===== src/rtl/shift_tx_sequencer_pkg.sv =====
`default_nettype none
// ============================================================================
// Module   : shift_pkg
// Brief    : Shared types and helpers for the shift-register controller family.
// Revision : 1.0 - initial release
// ============================================================================
package shift_pkg;

    typedef enum logic [1:0] {
        IDLE  = 2'd0,
        SHIFT = 2'd1,
        DONE  = 2'd2
    } state_t;

    // A zero or oversized request means "send the whole register".
    function automatic int unsigned clamp_len(input int unsigned len,
                                              input int unsigned width);
        return ((len == 0) || (len > width)) ? width : len;
    endfunction

endpackage
`default_nettype wire


===== src/rtl/shift_tx_sequencer_if.sv =====
`default_nettype none
// ============================================================================
// Module   : shift_tx_sequencer_if
// Brief    : Load handshake, stall and serial-output bundle of the sequencer.
// Revision : 1.0 - initial release
// ============================================================================
interface shift_tx_sequencer_if #(
    parameter int WIDTH = 8,
    parameter int CNT_W = $clog2(WIDTH + 1)
) ();
    logic             load_valid;
    logic             load_ready;
    logic [WIDTH-1:0] load_data;
    logic [CNT_W-1:0] load_len;
    logic             hold;
    logic             dout;
    logic             dout_valid;
    logic             busy;
    logic             done;

    modport master (
        output load_valid, load_data, load_len, hold,
        input  load_ready, dout, dout_valid, busy, done
    );

    modport slave (
        input  load_valid, load_data, load_len, hold,
        output load_ready, dout, dout_valid, busy, done
    );
endinterface
`default_nettype wire


===== src/rtl/shift_right_piso.sv =====
`default_nettype none
// ============================================================================
// Module   : shift_right_piso
// Brief    : Parallel-load, shift-right register with zero fill; sout = q[0].
// Revision : 1.0 - initial release
// ============================================================================
module shift_right_piso #(
    parameter int WIDTH = 8
) (
    input  wire logic             clk,
    input  wire logic             reset,
    input  wire logic             load,
    input  wire logic             shift_en,
    input  wire logic [WIDTH-1:0] pdata,
    output logic                  sout
);
    logic [WIDTH-1:0] r_q;

    always_ff @(posedge clk) begin
        if (reset) begin
            r_q <= '0;
        end else if (load) begin
            r_q <= pdata;
        end else if (shift_en) begin
            r_q <= {1'b0, r_q[WIDTH-1:1]};
        end
    end

    assign sout = r_q[0];
endmodule
`default_nettype wire


===== src/rtl/shift_tx_sequencer.sv =====
`default_nettype none
// ============================================================================
// Module   : shift_tx_sequencer
// Brief    : Accepts a parallel word and shifts it out LSB-first for a
//            programmable number of bits, with stall and completion pulse.
// Revision : 1.0 - initial release
// ============================================================================
module shift_tx_sequencer
    import shift_pkg::*;
#(
    parameter int WIDTH = 8,
    parameter int CNT_W = $clog2(WIDTH + 1)
) (
    input  wire logic              clk,
    input  wire logic              reset,
    shift_tx_sequencer_if.slave    bus
);
    state_t           r_state;
    logic [CNT_W-1:0] r_cnt;
    logic [CNT_W-1:0] w_len_eff;
    logic             w_load;
    logic             w_shift;
    logic             w_sout;

    assign w_len_eff = CNT_W'(clamp_len(32'(bus.load_len), 32'(WIDTH)));
    assign w_load    = (r_state == IDLE) && bus.load_valid;
    assign w_shift   = (r_state == SHIFT) && !bus.hold;

    shift_right_piso #(
        .WIDTH (WIDTH)
    ) u_piso (
        .clk      (clk),
        .reset    (reset),
        .load     (w_load),
        .shift_en (w_shift),
        .pdata    (bus.load_data),
        .sout     (w_sout)
    );

    always_ff @(posedge clk) begin
        if (reset) begin
            r_state <= IDLE;
            r_cnt   <= '0;
        end else begin
            case (r_state)
                IDLE: begin
                    if (bus.load_valid) begin
                        r_cnt   <= w_len_eff;
                        r_state <= SHIFT;
                    end
                end
                SHIFT: begin
                    if (!bus.hold) begin
                        r_cnt <= r_cnt - CNT_W'(1);
                        if (r_cnt == CNT_W'(1)) begin
                            r_state <= DONE;
                        end
                    end
                end
                DONE:    r_state <= IDLE;
                default: r_state <= IDLE;
            endcase
        end
    end

    // The register may still hold unsent upper bits after a short frame,
    // so dout is gated to SHIFT rather than taken straight from the register.
    assign bus.dout       = (r_state == SHIFT) && w_sout;
    assign bus.dout_valid = (r_state == SHIFT) && !bus.hold;
    assign bus.busy       = (r_state != IDLE);
    assign bus.load_ready = (r_state == IDLE);
    assign bus.done       = (r_state == DONE);
endmodule
`default_nettype wire

===== src/flat_wrapper.sv =====
// flat-port wrapper written by rule: the top's interface ports become plain ports
module shift_tx_sequencer_flat import shift_pkg::*;
#(
    parameter int WIDTH = 8,
    parameter int CNT_W = $clog2(WIDTH + 1)
)
  (clk, reset, bus_load_valid, bus_load_data, bus_load_len, bus_hold, bus_load_ready, bus_dout, bus_dout_valid, bus_busy, bus_done);
  shift_tx_sequencer_if #(.WIDTH(WIDTH), .CNT_W(CNT_W)) bus_i ();
  input  wire logic clk;
  input  wire logic reset;
  input wire logic [$bits(bus_i.load_valid)-1:0] bus_load_valid;
  input wire logic [$bits(bus_i.load_data)-1:0] bus_load_data;
  input wire logic [$bits(bus_i.load_len)-1:0] bus_load_len;
  input wire logic [$bits(bus_i.hold)-1:0] bus_hold;
  output wire logic [$bits(bus_i.load_ready)-1:0] bus_load_ready;
  output wire logic [$bits(bus_i.dout)-1:0] bus_dout;
  output wire logic [$bits(bus_i.dout_valid)-1:0] bus_dout_valid;
  output wire logic [$bits(bus_i.busy)-1:0] bus_busy;
  output wire logic [$bits(bus_i.done)-1:0] bus_done;
  assign bus_i.load_valid = bus_load_valid;
  assign bus_i.load_data = bus_load_data;
  assign bus_i.load_len = bus_load_len;
  assign bus_i.hold = bus_hold;
  assign bus_load_ready = bus_i.load_ready;
  assign bus_dout = bus_i.dout;
  assign bus_dout_valid = bus_i.dout_valid;
  assign bus_busy = bus_i.busy;
  assign bus_done = bus_i.done;
  shift_tx_sequencer #(.WIDTH(WIDTH), .CNT_W(CNT_W)) u_core (.clk(clk), .reset(reset), .bus(bus_i));
endmodule

===== config.mk =====
export PLATFORM = sky130hd
export DESIGN_NAME = shift_tx_sequencer_flat
export DESIGN_NICKNAME = d
export VERILOG_FILES = /design/src/rtl/shift_tx_sequencer_pkg.sv /design/src/rtl/shift_tx_sequencer_if.sv /design/src/rtl/shift_right_piso.sv /design/src/rtl/shift_tx_sequencer.sv /design/src/flat_wrapper.sv
export SDC_FILE = /design/constraint.sdc
export NUM_CORES = 1
export LEC_CHECK = 0
export ABC_AREA = 1
export CAP_MARGIN = 20
export CORE_ASPECT_RATIO = 1.25
export CORE_MARGIN = 2
export CORE_UTILIZATION = 51
export CTS_CLUSTER_DIAMETER = 50
export DETAILED_ROUTE_END_ITERATION = 8
export GPL_TIMING_DRIVEN = 0
export HOLD_SLACK_MARGIN = 0.06
export PLACE_DENSITY = 0.93
export SLEW_MARGIN = 15
export SYNTH_ARGS = -nofsm -noshare
export SYNTH_HDL_FRONTEND = slang
export SYNTH_SLANG_ARGS = --single-unit
export TNS_END_PERCENT = 1

===== constraint.sdc =====
create_clock -name clk -period 1.7 [get_ports clk]
set_input_delay 0.17 -clock clk [delete_from_list [all_inputs] [get_ports clk]]
set_output_delay 0.17 -clock clk [all_outputs]
set_load 0.01 [all_outputs]

# After elaboration in Yosys (flattened, before gate mapping)
# Cells that the tools add are included.
# op_classes
add_sub_neg	1
multipliers	0
div	0
magnitude_cmp	1
eq_ne	6
n_shift	0
mux	10
bitwise	0
reduce_logical	12
# op_table
operator	n
8-bit two-way mux	2
4-bit two-way mux	3
4-bit one-hot mux with 2 select lines	1
2-bit two-way mux	3
3-bit AND reduction	2
2-bit nonzero test	3
4-bit by 1-bit equality test with 1-bit output, second input constant	1
4-bit > comparator, second input constant	1
4-bit logical NOT	1
2-bit != test, second input constant	2
2-bit one-hot mux with 2 select lines	1
4-bit by 1-bit subtractor with 4-bit output, second input constant	1
1-bit logical AND	3
2-bit by 1-bit equality test with 1-bit output, second input constant	1
2-bit equality test, second input constant	1
2-bit logical NOT	1
2-bit by 1-bit != test with 1-bit output, second input constant	1
1-bit logical NOT	1
1-bit logical OR	1
# totals
regBits	14
latchBits	0
ram_bits	0
romBits	0
inputBits	16
out_inout_bits	5
word_cells	33
mem_count	0

# Longest topological paths before layout
# depth
word_depth	5
mapped_depth	7
ltp_nobuf	7

# Modules after synthesis
# Synthesis repeated with hierarchy kept, for this count alone.
# unflattened
hier_cells	132
area_unflattened_um2	834.6
# modules_own_cells
mod	instances	cells_each	area_each_um2	seq_area_each_um2
shift_tx_sequencer	1	69	427.9	120.1
shift_right_piso	1	63	406.6	160.2

# Least setup slack after synthesis
# No wires, ideal clock.
# synth_path
kind	flip-flop to flip-flop
startpoint	reg u_core.r_state[0]
endpoint	reg u_core.u_piso.r_q[0]
setup_time_ns	0.115
arrival_time_ns	1.005
required_ns	1.585
setup_slack_ns	0.581
path_stages_with_launch	8
n_path_buf	1
synth_period_minus_slack_ns	1.119
path_cell_list	dfxtp_1 -> nor2_4 -> nand2_2 -> buf_6 -> nand2_1 -> nand2_1 -> nor2_1 -> nor2_1
# synth_between
elab_chain_cells	3
elab_cells_between_ends	6
classes_between	1 x eq/ne; 1 x mux; 4 x reduce/logical
# synth_rtl
element	line_no	source
start, declared	shift_tx_sequencer.sv:18	state_t r_state;
start signal, assigned	shift_tx_sequencer.sv:42	r_state <= IDLE;
start signal, assigned	shift_tx_sequencer.sv:49	r_state <= SHIFT;
start signal, assigned	shift_tx_sequencer.sv:56	r_state <= DONE;
2-bit logical NOT *	-	
net bus_load_ready	flat_wrapper.sv:15	output wire logic [$bits(bus_i.load_ready)-1:0] bus_load_ready;
1-bit logical AND *	shift_tx_sequencer.sv:26	assign w_load = (r_state == IDLE) && bus.load_valid;
8-bit two-way mux or 2-bit nonzero test (tied branches)	-	
end signal, assigned	shift_right_piso.sv:23	r_q <= pdata;
end signal, assigned	shift_right_piso.sv:25	r_q <= {1'b0, r_q[WIDTH-1:1]};
end, declared	shift_right_piso.sv:17	logic [WIDTH-1:0] r_q;
# Mark *: on every way through the listed nets, which the timed path passes. The rest lies on a longest branch.
# A chain may end at the register's enable or synchronous reset.

# Final worst setup path
# layout_path
startpoint	reg u_core.r_state[0]
endpoint	out bus_load_ready
# layout_between
elab_chain_cells	1
# layout_rtl
element	line_no	source
2-bit logical NOT	shift_tx_sequencer.sv:71	assign bus.load_ready = (r_state == IDLE);
end, declared	flat_wrapper.sv:15	
# Every way passes these cells.

==> out/qor.csv <==
metric;value;unit
placed cells;162;
final core occ;70.97;%
Root Driver;clkbuf_4;
Hold Path Class;in -> reg;
largest family of logic cells by synthesized area;simple AND/OR/NAND/NOR gates;
CTS buffer count;3;
Critical Path AT;1440;ps
CP required;1530;ps
post-synthesis compound-gate area fraction;11.30;%
Non-Filler Instances;166;
synthesis-stage register bit count;14;
Sinks on Clock Net;14;
Post-Route Setup TNS;0;ps
PD cells;862.7;nW/um^2
Reg-to-Reg End;u_core.u_piso.r_q[1];
Final setup viols;0;
share of the yosys chip area belonging to registers;32.46;%
library cells used by synthesis;23;
yosys warns;0;
outcome;finished clean;
core area;1582;um^2
worst hold slack;274.1;ps
Worst-Skew Late Latency;290;ps
Syn Inst Count;125;
DP HPWL;1369;um
largest net degree at the start of global routing;11;
r2r startpoint;u_core.r_state[0];
gr usage total;22.21;%
Buffers on Ports;19;
drt drc;0;
startpoint types;register;
Starting Density;54.59;%
setup bufs post-CTS;0;
min Tclk post-route;1607;ps
maxcap violations;0;
CTS H-tree lvls;1;
placer congestion estimate;0.7351;
Via density;5.108;
detailed-route via count;848;
synthesis-to-layout area growth;30.00;%
Tightest Pin Transition;455.8;ps
total global routing overflow;0;
most frequent cells in the layout;29 x nand2_1, 19 x nor2_1, 17 x clkdlybuf4s50_1, 16 x inv_1, 12 x dfxtp_1;
worst reg2reg path depth;6;
multiplexer share of the synthesized area;0;%
layout cells sized above 1;16.22;%
number of global-route vias before repair;818;
Reg2Reg Setup Slack;470;ps
global-route wire length before repair;3167;um
CTS tree;built;
Antenna diodes;0;
die height;50;um
DR iter-0 viols;20;
Synth Area in Simple Gates;40.58;%
Max clock buf depth;2;
Hold Path Origin;reset;
Max IR drop VDD;600.2;uV
commonest non-fill, non-tap cell in the layout;nand2_1;
Hold Crit Depth;2;
TritonRoute pass-1 iters;4;
post-route cell area;1122;um^2
fin. max-slew vios;0;
final WL;1794;um
Synth Area in Adders;2.899;%
DIE WIDTH;40.80;um
crit path max fanout;7;
final cycle utilization of the critical path;94.51;%
Hold Path Sink;u_core.u_piso.r_q[3];
Post-DP Area;1076;um^2
I/O pins;21;
Mapped Avg Cell Area;6.907;um^2
RSZ-0062 raised after global routing;no;
Detail Route Antenna Nets;0;
Rows;16;
die area;2040;um^2
antenna violations before repair;0;
Achievable Freq;622.4;MHz
mapped cell area;863.3;um^2
Leakage;0.5338;nW
clock-pin slew on the worst setup and hold paths;90;ps
Fin. Hold Viols;0;
Routed WL per cell;10.81;um
crit path capture type;output port;
Synth Area in XOR/XNOR;1.014;%
Setup Skew;0.9319;ps
layout net count;167;
critical path type;reg -> out;
syn_nets;143;
Worst slew margin;69.62;%
worst max-delay path, cell delays in order, from the launching register on:
cell and delay, ps:
dfxtp_4 370, nor2_4 200, clkdlybuf4s50_1 570
per-layer routing:
layer	part of all wire (%)	global-route usage [%]	up-vias	wire length (um)
li1	-	-	437	-
met1	39	25.00	379	694
met2	53	38.28	27	957
met3	5.7	1.351	5	103
met4	2.1	11.67	0	38
met5	0	0	-	0
timing repair:
action	CTS	global route
cloned	0	0
hold buffers	0	0
resized for setup	3	2
endpoints found under the setup margin	2	2
worst max path at each step:
stage | slack (ps) | start | endpoint
final | 90 | u_core.r_state[0] | bus_load_ready
after detailed placement | 180 | bus_hold | bus_dout_valid
after floorplan | 580 | u_core.r_state[0] | u_core.u_piso.r_q[0]
after global routing | 60 | u_core.r_state[0] | bus_load_ready
after global placement | 200 | bus_hold | bus_dout_valid
after CTS | 20 | u_core.r_state[0] | bus_dout_valid
where the power goes:
| group | switching [W] | total, W | internal [W] |
|---|---|---|---|
| sequential | 0.0000286 | 0.000396 | 0.000367 |
| clock | 0.000119 | 0.000250 | 0.000131 |
| combinational | 0.000174 | 0.000323 | 0.000148 |
cell type report:
| cell class | count | area, um^2 |
|---|---|---|
| Tap cell | 18 | 22.52 |
| Buffer | 3 | 30.03 |
| Multi-Input combinational cell | 89 | 481.7 |
| Inverter | 19 | 71.32 |
| Clock buffer | 4 | 36.28 |
| Timing Repair Buffer | 19 | 195.2 |
| Sequential cell | 14 | 285.3 |
| Fill cell | 128 | 459.2 |
state kept, by name, summed over array words and instances, names as in the netlist:
name	cells
u_core.r_cnt	4
u_core.r_state	2
u_core.u_piso.r_q	8
cells by family (layout without fill, tap and decap cells):
family	Yosys count	count (layout)
AO/OA/AOI/OAI	16	16
adder cells (fa/ha/maj)	2	2
buffers and inverters	22	45
flip-flops	14	14
AND/OR/NAND/NOR	70	70
XOR/XNOR	1	1
Yosys cell counts (all sizes together):
| cell | n | area (um^2) |
|---|---|---|
| a21oi | 7 | 50.04 |
| nand3 | 10 | 70.07 |
| xnor2 | 1 | 8.760 |
| nand3b | 5 | 37.54 |
| inv | 18 | 67.57 |
| dfxtp | 14 | 280.3 |
| ha | 2 | 25.02 |
| nor2 | 21 | 93.84 |
| buf | 2 | 26.27 |
| o21ai | 8 | 40.03 |
| clkinv | 1 | 3.750 |
| clkbuf | 1 | 3.750 |
| nor3 | 1 | 5.000 |
| o211ai | 1 | 7.510 |
| nand2 | 33 | 143.9 |
per-stage QoR:
step / power, W / setup slack (ps)
3_3_place_gp: 0.0007127 / 201.2
5_1_grt: 0.001036 / 64.20
4_1_cts: 0.0009739 / 19.00
3_5_place_dp: 0.0007247 / 180.9
2_1_floorplan: 0.0006251 / 580.7
6_report: 0.0009683 / 93.25
(Power assumes the default switching activity.)
